$ cat src/rtl/sqrt_pkg.sv
// Shared encoding and defaults for the square-root sequencer.
// Strobe decode lives here so every user sees one state-to-strobe map.
package sqrt_pkg;

    localparam int DEF_MAX_ITER = 256;
    localparam int DEF_W_VAL    = 16;
    localparam int DEF_W_ROOT   = 8;
    localparam int ITER_W       = 9;

    typedef logic [2:0] state_t;

    localparam state_t S_IDLE = 3'd0;
    localparam state_t S_INIT = 3'd1;
    localparam state_t S_CMP  = 3'd2;
    localparam state_t S_INC  = 3'd3;
    localparam state_t S_SQ   = 3'd4;
    localparam state_t S_DONE = 3'd5;

    typedef struct packed {
        logic boot;
        logic wr_square;
        logic wr_root;
        logic muxes;
    } strobe_t;

    function automatic strobe_t decode_strobes(input state_t s);
        strobe_t st;
        st = '0;
        case (s)
            S_INIT: begin
                st.boot      = 1'b1;
                st.wr_square = 1'b1;
                st.wr_root   = 1'b1;
            end
            S_CMP:   st.muxes     = 1'b1;
            S_INC:   st.wr_root   = 1'b1;
            S_SQ:    st.wr_square = 1'b1;
            default: st = '0;
        endcase
        return st;
    endfunction

endpackage

$ cat src/rtl/sqrt_control_reg.sv
// Generic enabled register with async active-low clear, shared by the
// operand latch and the result capture.
module sqrt_control_reg #(
    parameter int W = 1
) (
    input  logic         clk,
    input  logic         rst_n,
    input  logic         en,
    input  logic [W-1:0] d,
    output logic [W-1:0] q
);

    always_ff @(posedge clk or negedge rst_n) begin
        if (!rst_n)
            q <= '0;
        else if (en)
            q <= d;
    end

endmodule

$ cat src/rtl/sqrt_control.sv
// Sequencer for an iterative square-root datapath: walks root upward until
// the datapath flags valor < (root+1)^2, or the iteration budget runs out.
//
// state | meaning
// IDLE  | ready for an operand
// INIT  | load datapath init values
// CMP   | compare valor against square
// INC   | root <= root + 1
// SQ    | square <= next square, count one iteration
// DONE  | result held until downstream accepts
module sqrt_control
    import sqrt_pkg::*;
#(
    parameter int MAX_ITER = DEF_MAX_ITER,
    parameter int W_VAL    = DEF_W_VAL,
    parameter int W_ROOT   = DEF_W_ROOT
) (
    input  logic              clk,
    input  logic              rst_n,
    input  logic              in_valid_i,
    output logic              in_ready_o,
    input  logic [W_VAL-1:0]  valor_i,
    output logic [W_VAL-1:0]  valor_o,
    output logic              boot_o,
    output logic              wr_square_o,
    output logic              wr_root_o,
    output logic              muxes_o,
    input  logic              N_i,
    input  logic [W_ROOT-1:0] root_i,
    output logic              out_valid_o,
    input  logic              out_ready_i,
    output logic [W_ROOT-1:0] root_o,
    output logic [ITER_W-1:0] iter_o,
    output logic              ovf_o
);

    localparam logic [ITER_W-1:0] ITER_LAST = ITER_W'(MAX_ITER - 1);

    state_t              state, state_nxt;
    logic [ITER_W-1:0]   iter_cnt;
    logic                accept, at_last, cmp_done;
    strobe_t             stb;

    assign accept   = (state == S_IDLE) && in_valid_i;
    assign at_last  = (iter_cnt == ITER_LAST);
    assign cmp_done = (state == S_CMP) && (N_i || at_last);

    always_comb begin
        state_nxt = state;
        case (state)
            S_IDLE:  if (in_valid_i) state_nxt = S_INIT;
            S_INIT:  state_nxt = S_CMP;
            S_CMP:   state_nxt = cmp_done ? S_DONE : S_INC;
            S_INC:   state_nxt = S_SQ;
            S_SQ:    state_nxt = S_CMP;
            S_DONE:  if (out_ready_i) state_nxt = S_IDLE;
            default: state_nxt = S_IDLE;
        endcase
    end

    always_ff @(posedge clk or negedge rst_n) begin
        if (!rst_n)
            state <= S_IDLE;
        else
            state <= state_nxt;
    end

    // Saturating guard is redundant with the CMP exit, but keeps the count
    // safe if the FSM is ever extended.
    always_ff @(posedge clk or negedge rst_n) begin
        if (!rst_n)
            iter_cnt <= '0;
        else if (accept)
            iter_cnt <= '0;
        else if (state == S_SQ && !at_last)
            iter_cnt <= iter_cnt + 1'b1;
    end

    sqrt_control_reg #(.W(W_VAL)) u_valor_reg (
        .clk   (clk),
        .rst_n (rst_n),
        .en    (accept),
        .d     (valor_i),
        .q     (valor_o)
    );

    // ovf is set only when the budget, not the datapath, ended the loop.
    sqrt_control_reg #(.W(W_ROOT + ITER_W + 1)) u_result_reg (
        .clk   (clk),
        .rst_n (rst_n),
        .en    (cmp_done),
        .d     ({!N_i, iter_cnt, root_i}),
        .q     ({ovf_o, iter_o, root_o})
    );

    assign stb         = decode_strobes(state);
    assign boot_o      = stb.boot;
    assign wr_square_o = stb.wr_square;
    assign wr_root_o   = stb.wr_root;
    assign muxes_o     = stb.muxes;
    assign in_ready_o  = (state == S_IDLE);
    assign out_valid_o = (state == S_DONE);

endmodule
$ cat config.mk
export PLATFORM = sky130hd
export DESIGN_NAME = sqrt_control
export DESIGN_NICKNAME = d
export VERILOG_FILES = /design/src/rtl/sqrt_pkg.sv /design/src/rtl/sqrt_control_reg.sv /design/src/rtl/sqrt_control.sv
export SDC_FILE = /design/constraint.sdc
export NUM_CORES = 1
export LEC_CHECK = 0
export CORE_ASPECT_RATIO = 0.8
export CORE_UTILIZATION = 48
export CTS_CLUSTER_DIAMETER = 200
export DETAILED_ROUTE_END_ITERATION = 12
export PLACE_DENSITY = 0.84
export SETUP_SLACK_MARGIN = 0.5
export SLEW_MARGIN = 10
export SYNTH_ARGS = -nofsm -noshare
export SYNTH_HDL_FRONTEND = slang
export SYNTH_HIERARCHICAL = 1
export SYNTH_SLANG_ARGS = --single-unit
$ cat constraint.sdc
create_clock -name clk -period 6.4 [get_ports clk]
set_input_delay 0.64 -clock clk [delete_from_list [all_inputs] [get_ports clk]]
set_output_delay 0.64 -clock clk [all_outputs]
set_load 0.03 [all_outputs]
; ---- After elaboration in Yosys (flattened, before gate mapping)
; Cells that the tools add are included.
[op_classes]
n_addsub = 1
mul = 0
div = 0
n_lt_le_gt_ge = 0
eq_ne = 8
n_shift = 0
mux = 10
bitwise_logic = 0
n_reduce_logical = 11
[ops]
columns = cell, count
row1 = two-way mux 9 bit, 2
row2 = case mux 3 bit (5 select lines), 1
row3 = adder 9 x 1 -> 9 bit (second input constant), 1
row4 = equality test 9 x 8 -> 1 bit (second input constant), 1
row5 = two-way mux 3 bit, 3
row6 = equality test 3 x 2 -> 1 bit (second input constant), 2
row7 = equality test 3 bit (second input constant), 2
row8 = two-way mux 1 bit, 4
row9 = OR reduction 2 bit, 2
row10 = equality test 3 x 1 -> 1 bit (second input constant), 1
row11 = logical AND 1 bit, 3
row12 = zero test 3 bit, 1
row13 = zero test 1 bit, 2
row14 = inequality test 2 x 1 -> 1 bit (second input constant), 1
row15 = inequality test 2 bit (second input constant), 1
row16 = AND reduction 2 bit, 1
row17 = nonzero test 2 bit, 1
row18 = logical OR 1 bit, 1
[word_totals]
reg_bits = 46
latch_bits = 0
ramBits = 0
rom_bits = 0
in_bits = 29
out_inout_bits = 40
wordCells = 34
mem_count = 0

; ---- Longest topological paths before layout
; Gate-level depths: netlist of run 1.
[logic_depth]
word_depth = 5
ltp_mapped = 9
ltp_nobuf = 7

; ---- By module
; The synthesis of run 1 kept the hierarchy.
[modules_own_cells]
columns = module, instances, cells_per_inst, area_each_um2, seq_area_each_um2
row1 = sqrt_control_reg at u_result_reg, 1, 38, 721.9, 450.4
row2 = sqrt_control, 1, 72, 654.4, 300.3
row3 = sqrt_control_reg at u_valor_reg, 1, 34, 649.4, 400.4

; ---- Worst setup path after synthesis of run 1
; Ideal clock, no wire load.
[synth_path]
path_kind = register to register
start = register iter_cnt[0]
end = register iter_cnt[5]
setup_time_ns = 0.077
arrival_time_ns = 2.110
required_time_ns = 6.323
path_slack_ns = 4.213
stages_incl_launch_ff = 9
path_buffers = 1
period_less_slack_ns = 2.187
path_cell_list = dfrtp_1 > ha_1 > nand3_1 > nor2_1 > ha_1 > or4b_1 > buf_2 > or4_1 > a21oi_1
[synth_via]
elab_chain_cells = 4
elab_cells_between_ends = 7
classes_between = add/sub (1) / eq/ne (1) / mux (2) / reduce/logical (3)
[synth_lines]
columns = item, line
row1 = from (decl), sqrt_control.sv:40  ; logic [ITER_W-1:0] iter_cnt;
row2 = from (signal assigned), sqrt_control.sv:76  ; iter_cnt <= iter_cnt + 1'b1;
row3 = "parallel branches: the longest is 4 deep, another holds adder 9 x 1 -> 9 bit", --
; Several ways; the timed one is not identified. The select of a mux whose other input is x is not followed.
; A chain may end at the register's enable or synchronous reset.

; ---- Worst setup path in the final report of run 1
[layout_path]
start = input in_valid_i
end = register u_valor_reg.q[15]
[layout_via]
elab_chain_cells = 1
[layout_lines]
columns = item, line
row1 = from (decl), sqrt_control.sv:20  ; input logic in_valid_i,
row2 = logical AND 1 bit, sqrt_control.sv:44  ; assign accept = (state == S_IDLE) && in_valid_i;
row3 = via accept, sqrt_control.sv:41  ; logic accept, at_last, cmp_done;
row4 = to (signal assigned), sqrt_control_reg.sv:15  ; q <= '0;
row5 = to (signal assigned), sqrt_control_reg.sv:17  ; q <= d;
row6 = to (decl), sqrt_control_reg.sv:10  ; output logic [W-1:0] q
; The timed path passes the listed nets, and every way through them passes these cells.

==> flow_metrics.py, run 1 <==
metrics = {
    "sta": {
        "final.min_clock_period_ns": 2.73,
        "finClkSkew_ns": 0.00832,
        "finalSetupViolCount": 0,
        "hold_viol_final": 0,
        "fin_crit_sh_pct": 42.6,
        "worstMarginPinSlew_ns": 0.989,
        "rsz0062_at_grt": "false",
        "fin_tns_setup_ns": 0,
        "maxSlewViolCount": 0,
        "slew_headroom_pct": 34.1,
        "setup_ws_ns": 3.67,
        "maxClockFrequency_mhz": 366,
    },
    "synth": {
        "ys_ff_latch": 46,
        "synth_warnings": 6,
        "synthFlopType": "dfrtp_1",
        "synthCells": 144,
        "syn-num-nets": 175,
        "syn_area_um2": 2030,
        "synth-edff-count": 0,
        "synth.area.top_cells": "dfrtp_1, mux2_4, mux2_2, buf_12, nand3_1",
        "synth_top_area_share_pct": 56.8,
        "yosysTopAreaCell": "dfrtp_1",
        "synth_area_per_cell_um2": 14.1,
        "seq_area_frac_synth_pct": 56.8,
        "synthDistinctLibCells": 32,
        "async_flop_share_pct": 100,
    },
    "setup_path": {
        "worst_ep_required_time_ns": 6.58,
        "cp-end-kind": "flip-flop",
        "worstReg2RegStart": "iter_cnt[3]",
        "crit_type": "in2reg",
        "r2r.worst_path.cells": 7,
        "crit_fanout": 21,
        "arrival_ns": 2.91,
        "r2r_setup_slack_ns": 3.72,
        "startpoint_type": "input pin",
        "r2r_end": "u_result_reg/q[1]",
    },
    "cells_and_area": {
        "n_antenna_cell": 0,
        "finalNetCount": 243,
        "area_delta_synth_final_pct": 38.9,
        "n_fill_cell": 273,
        "drive_gt1_share_pct": 21.2,
    },
    "drt": {
        "dr.pass1.iters": 4,
        "num_vias": 1387,
        "routedWlPerCell_um": 15.9,
        "drt_drc_violations_left": 0,
        "ant_nets": 0,
        "wl_um": 4260,
        "drtIter0Drc": 66,
        "vias_per_cell": 5.19,
    },
    "grt": {
        "grt_pass1_wl_um": 6700,
        "grt_pass1_vias": 1418,
        "grt_max_degree": 47,
        "grtUsageTotal_pct": 20.4,
        "overflow": 0,
        "antenna_found_initial": 0,
    },
    "clocking": {
        "cts_tree": "done",
        "clkLatencyLatePin_ns": 0.30,
        "cts_root_buffer": "clkbuf_8",
        "hold_buffers": 0,
        "clkSlewWorstSetupHoldPaths_ns": 0.08,
        "cts.sinks": 46,
        "htreeDepth": 2,
        "ctsLongestPathBuffers": 2,
        "post_cts_buffers": 0,
        "numCtsBuffers": 5,
        "cts_resized": 0,
    },
    "power": {
        "power_density_nw_per_um2": 509,
        "power_leakage_nw": 1.21,
        "ir_drop_v": 0.000308,
        "p_total_mw": 1.43,
    },
    "die": {
        "io_pins": 69,
        "die_area_um2": 4490,
        "die_y_um": 60.1,
        "die_w_um": 74.6,
        "rows": 20,
        "initial_core_util_pct": 51.6,
        "core_um2": 3930,
    },
    "place": {
        "place_hpwl_um": 3060,
        "pre_cts_ws_ns": 3.34,
        "port_buffers": 68,
        "gp_congestion": 0.768,
    },
    "run_status": {
        "outcome": "complete, no violations",
    },
    "run": {
        "drv_cap": 0,
    },
    "worst_hold_path": {
        "hold_class": "in2async",
    },
}
[Yosys cell counts (2+ instances only)]
library cell,instances
nor2_1,5
nor3_1,3
clkbuf_1,2
nand2_1,2
nand3_1,6
or3_1,2
ha_1,2
dfrtp_1,46
inv_1,7
o31ai_1,3
a21oi_1,5
or4_1,3
buf_6,2
mux2_4,20
buf_12,2
o21ai_0,5
mux2_2,14
[sequential cells by signal (all words and copies together) (netlist names)]
name,flops
u_valor_reg/q,16
state,3
u_result_reg/q,18
iter_cnt,9
[area by class of cell]
type	instances	area [um^2]	area share (%)
tap	55	68.8	2.45
clock inverter	1	30.0	1.07
timing repair buffer	69	683	24.3
multi-input combinational	83	771	27.4
inverter	7	26.3	0.934
clock buffer	6	82.6	2.94
sequential	46	1150	40.9
[power breakdown]
group	total, mW	internal (mW)	switching, mW	leakage (nW)
registers	0.477	0.398	0.0796	0.582
logic	0.738	0.358	0.379	0.567
clock network	0.216	0.125	0.0908	0.0573
total	1.43	0.881	0.550	1.21
[worst max path at each step]
stage | startpoint | end | slack (ns)
2_1_floorplan | iter_cnt[0] | iter_cnt[5] | 4.21
3_3_place_gp | in_valid_i | u_valor_reg/q[13] | 3.41
3_5_place_dp | in_valid_i | u_valor_reg/q[3] | 3.34
4_1_cts | in_valid_i | u_valor_reg/q[3] | 3.67
5_1_grt | in_valid_i | u_valor_reg/q[1] | 3.58
6_report | in_valid_i | u_valor_reg/q[15] | 3.67
[worst max-delay path, stage by stage]
cell,delay [ns]
clkdlybuf4s50_1,0.46
or4b_2,0.66
inv_1,0.72
mux2_2,0.42
[layer usage]
| metal | track usage [%] | part of all wire, % | vias up |
|---|---|---|---|
| met5 | 0 | 0 | - |
| met4 | 8.09 | 1.6 | 0 |
| met3 | 5.90 | 6.4 | 9 |
| met2 | 33.8 | 50 | 56 |
| met1 | 25.2 | 42 | 670 |
| li1 | - | - | 652 |
[layout by cell type (no fill, tap or decap), types with 2 or more instances in the layout]
cell type,count
o31ai_1,3
nor2_1,5
mux2_2,14
ha_1,2
mux2_4,20
or3_1,2
nand3_1,6
o21ai_0,5
clkdlybuf4s50_1,67
inv_1,7
nand2_1,2
clkbuf_8,6
dfrtp_1,46
or4_1,3
nor3_1,2
a21oi_1,5
[cells by family (layout without fill, tap and decap cells)]
kind of cell / after synthesis / count (layout) / share of synthesized area [%]
adder cells (fa/ha/maj): 2 / 2 / 1.24
AO/OA/AOI/OAI: 18 / 18 / 5.56
flip-flops: 46 / 46 / 56.8
XOR/XNOR: 1 / 1 / 0.432
AND/OR/NAND/NOR: 28 / 28 / 7.97
buffers and inverters: 15 / 83 / 5.37
multiplexers: 34 / 34 / 22.6
[per-stage QoR]
stage          utilization (%)  cell area [um^2]  instances  hold WS [ns]
5_1_grt                   71.6              2810        267         0.521
6_report                  71.6              2810        267         0.502
2_1_floorplan                -              2030        144         0.344
3_3_place_gp              68.7              2700        260         0.490
4_1_cts                   71.6              2810        267         0.514
3_5_place_dp              68.7              2700        260         0.491
Note: power is estimated with default switching activity, not from simulation.
==> run 2: changes to the inputs <==
CORE_UTILIZATION = 41   (was 48)
PLACE_DENSITY = 0.76   (was 0.84)
clock period = 2.2 ns   (was 6.4 ns; I/O delays follow)
==> run 2 against run 1 <==
Flip-flop and latch count did not move. Sequential share of layout area fell by 3.7 points. Global-route usage fell by 2.6 points. Sequential power rose to 2.9 times the previous value. Critical path type is now reg2reg. Clock-buffer cell count did not move. Utilization fell by 5.3 points. Routed wire length rose by 0.45%. Cell area rose by 10%.
==> flow_metrics.py, run 2 (synthesized netlist as in run 1, its figures left out) <==
metrics = {
    "place": {
        "pre_cts_ws_ns": -0.0642,
        "gp_congestion": 0.751,
        "dp.cells": 276,
        "place_hpwl_um": 2800,
        "port_buffers": 68,
    },
    "drt": {
        "routedWlPerCell_um": 14.4,
        "vias_per_cell": 5.04,
        "drtIter0Drc": 72,
        "dr.pass1.iters": 4,
        "num_vias": 1491,
        "drt_drc_violations_left": 0,
        "wl_um": 4280,
        "ant_nets": 0,
    },
    "sta": {
        "final.min_clock_period_ns": 2.13,
        "maxSlewViolCount": 0,
        "rsz0062_at_grt": "true",
        "maxClockFrequency_mhz": 470,
        "hold_viol_final": 0,
        "finalSetupViolCount": 0,
        "worstMarginPinSlew_ns": 0.334,
        "setup_ws_ns": 0.0712,
        "finClkSkew_ns": 0.00822,
        "fin_crit_sh_pct": 96.8,
        "slew_headroom_pct": 77.7,
    },
    "power": {
        "p_sw_mw": 1.69,
        "power_leakage_nw": 1.35,
        "p_int_mw": 2.60,
        "ir_drop_v": 0.000761,
        "seq_power_share_pct": 32.1,
        "switching_share_pct": 39.3,
        "comb_power_share_pct": 56.0,
        "p_clk_share_pct": 11.9,
        "power_density_nw_per_um2": 1380,
    },
    "setup_path": {
        "startpoint": "iter_cnt[1]",
        "arrival_ns": 2.36,
        "r2r_end": "iter_cnt[7]",
        "crit_buf_inv": 0,
        "crit_fanout": 6,
        "crit_type": "reg2reg",
        "critPathMostFrequentCell": "ha_2",
        "startpoint_type": "flip-flop",
        "r2r_setup_slack_ns": 0.07,
        "r2r.worst_path.cells": 7,
        "worstReg2RegStart": "iter_cnt[1]",
        "critPathSlowestCell": "or4b_4",
        "cp-end-kind": "flip-flop",
        "crit_family": "simple AND/OR/NAND/NOR gates",
        "worst_path_largest_cell_delay_ns": 0.53,
        "worst_ep_required_time_ns": 2.44,
        "crit_chain": "ha_2 > nand3_2 > nor2_2 > ha_2 > or4b_4 > or4_4 > a21oi_2",
    },
    "die": {
        "die_area_um2": 5230,
        "io_pins": 69,
        "initial_core_util_pct": 43.3,
        "die_w_um": 80.6,
        "core_um2": 4680,
        "die_y_um": 64.9,
        "rows": 22,
    },
    "cells_and_area": {
        "area_delta_synth_final_pct": 53.1,
        "n_antenna_cell": 0,
        "largestRegisters": "u_result_reg/q: 18 flops, u_valor_reg/q: 16 flops, iter_cnt: 9 flops",
        "largest_reg_flops": 18,
        "finalNetCount": 266,
        "drive_gt1_share_pct": 36.4,
        "final_cell_count_no_fill": 296,
        "final_common_cell": "clkdlybuf4s50_1",
        "largest-register": "u_result_reg/q",
        "post-route-util_pct": 66.3,
        "layout_common_cells": "clkdlybuf4s50_1, dfrtp_1, mux2_4",
    },
    "grt": {
        "grt_pass1_wl_um": 6930,
        "grtUsageTotal_pct": 17.8,
        "grt_max_degree": 47,
        "grt_pass1_vias": 1460,
        "antenna_found_initial": 0,
        "overflow": 0,
    },
    "clocking": {
        "cts.sinks": 46,
        "htreeDepth": 2,
        "clkLatencyLatePin_ns": 0.30,
        "cts_tree": "done",
        "numCtsBuffers": 5,
        "clkSlewWorstSetupHoldPaths_ns": 0.09,
        "cts_root_buffer": "clkbuf_8",
        "ctsLongestPathBuffers": 2,
    },
    "run": {
        "drv_cap": 0,
    },
    "run_status": {
        "outcome": "complete, no violations",
    },
    "worst_hold_path": {
        "hold_class": "in2async",
    },
}
## run 2: cell types whose count changed in the layout (fill, tap and decap cells not counted), sizes merged
cell	delta
clkinv	+2
bufinv	-1
clkbuf	+1
clkdlybuf4s50	-6
clkdlybuf4s15	+4
buf	+22
dlygate4sd2	+1
dlygate4sd3	+1
## run 2: power groups by stage
| stage | Combinational [mW] | Sequential [mW] | Clock (mW) |
|---|---|---|---|
| after floorplan | 0.990 | 1.87 | 0 |
| after global placement | 2.24 | 1.38 | 0 |
| after detailed placement | 2.27 | 1.39 | 0 |
| after CTS | 2.34 | 1.39 | 0.525 |
| after global routing | 2.53 | 1.42 | 0.569 |
| final | 2.40 | 1.38 | 0.509 |
## run 2: worst max path at each step
stage,to,slack (ns),depth (start not counted)
2_1_floorplan,iter_cnt[5],0.06,8
3_3_place_gp,iter_cnt[5],0.03,7
3_5_place_dp,iter_cnt[5],-0.06,7
4_1_cts,iter_cnt[5],0.06,7
5_1_grt,iter_cnt[7],0.02,7
6_report,iter_cnt[7],0.07,7
## run 2: final cells by class
| class | count | area (um^2) |
|---|---|---|
| fillers | 381 | 1580 |
| flip-flops and latches | 46 | 1150 |
| repair buffers | 92 | 891 |
| multi-input cells | 83 | 856 |
| well taps | 60 | 75.1 |
| clock buffers | 6 | 72.6 |
| inverters | 7 | 38.8 |
| clock inverters | 2 | 13.8 |
## run 2: routing by layer
layer	vias to the layer above	track usage, %	wire length (um)
met5	-	0	0
li1	694	-	-
met4	0	5.36	50
met2	55	27.5	1940
met3	6	4.79	318
met1	736	24.5	1960
## run 2: repair_timing
action                                  4_1_cts  5_1_grt
gates cloned                                  1        0
resized for setup                            37        9
pin swaps                                     8        6
hold buffers                                  1        0
endpoints found under the setup margin       49       47
hold endpoints to repair                     46        0
setup buffers                                 6        4
## run 2: worst register-to-register path: stages (launching register included)
cell and delay (ns):
dfrtp_1 0.39, ha_2 0.20, nand3_2 0.07, nor2_2 0.04, ha_2 0.17, or4b_4 0.53
or4_4 0.51, a21oi_2 0.15
## run 2: metrics by stage
| stage | hold slack, ns | instance area (um^2) | setup TNS, ns | total power [mW] |
|---|---|---|---|---|
| final | 0.421 | 3100 | 0 | 4.28 |
| after CTS | 0.430 | 3050 | 0 | 4.25 |
| after detailed placement | 0.219 | 2840 | -0.103 | 3.65 |
| after floorplan | -0.0756 | 2080 | 0 | 2.86 |
| after global routing | 0.463 | 3100 | 0 | 4.53 |
| after global placement | 0.215 | 2840 | 0 | 3.62 |
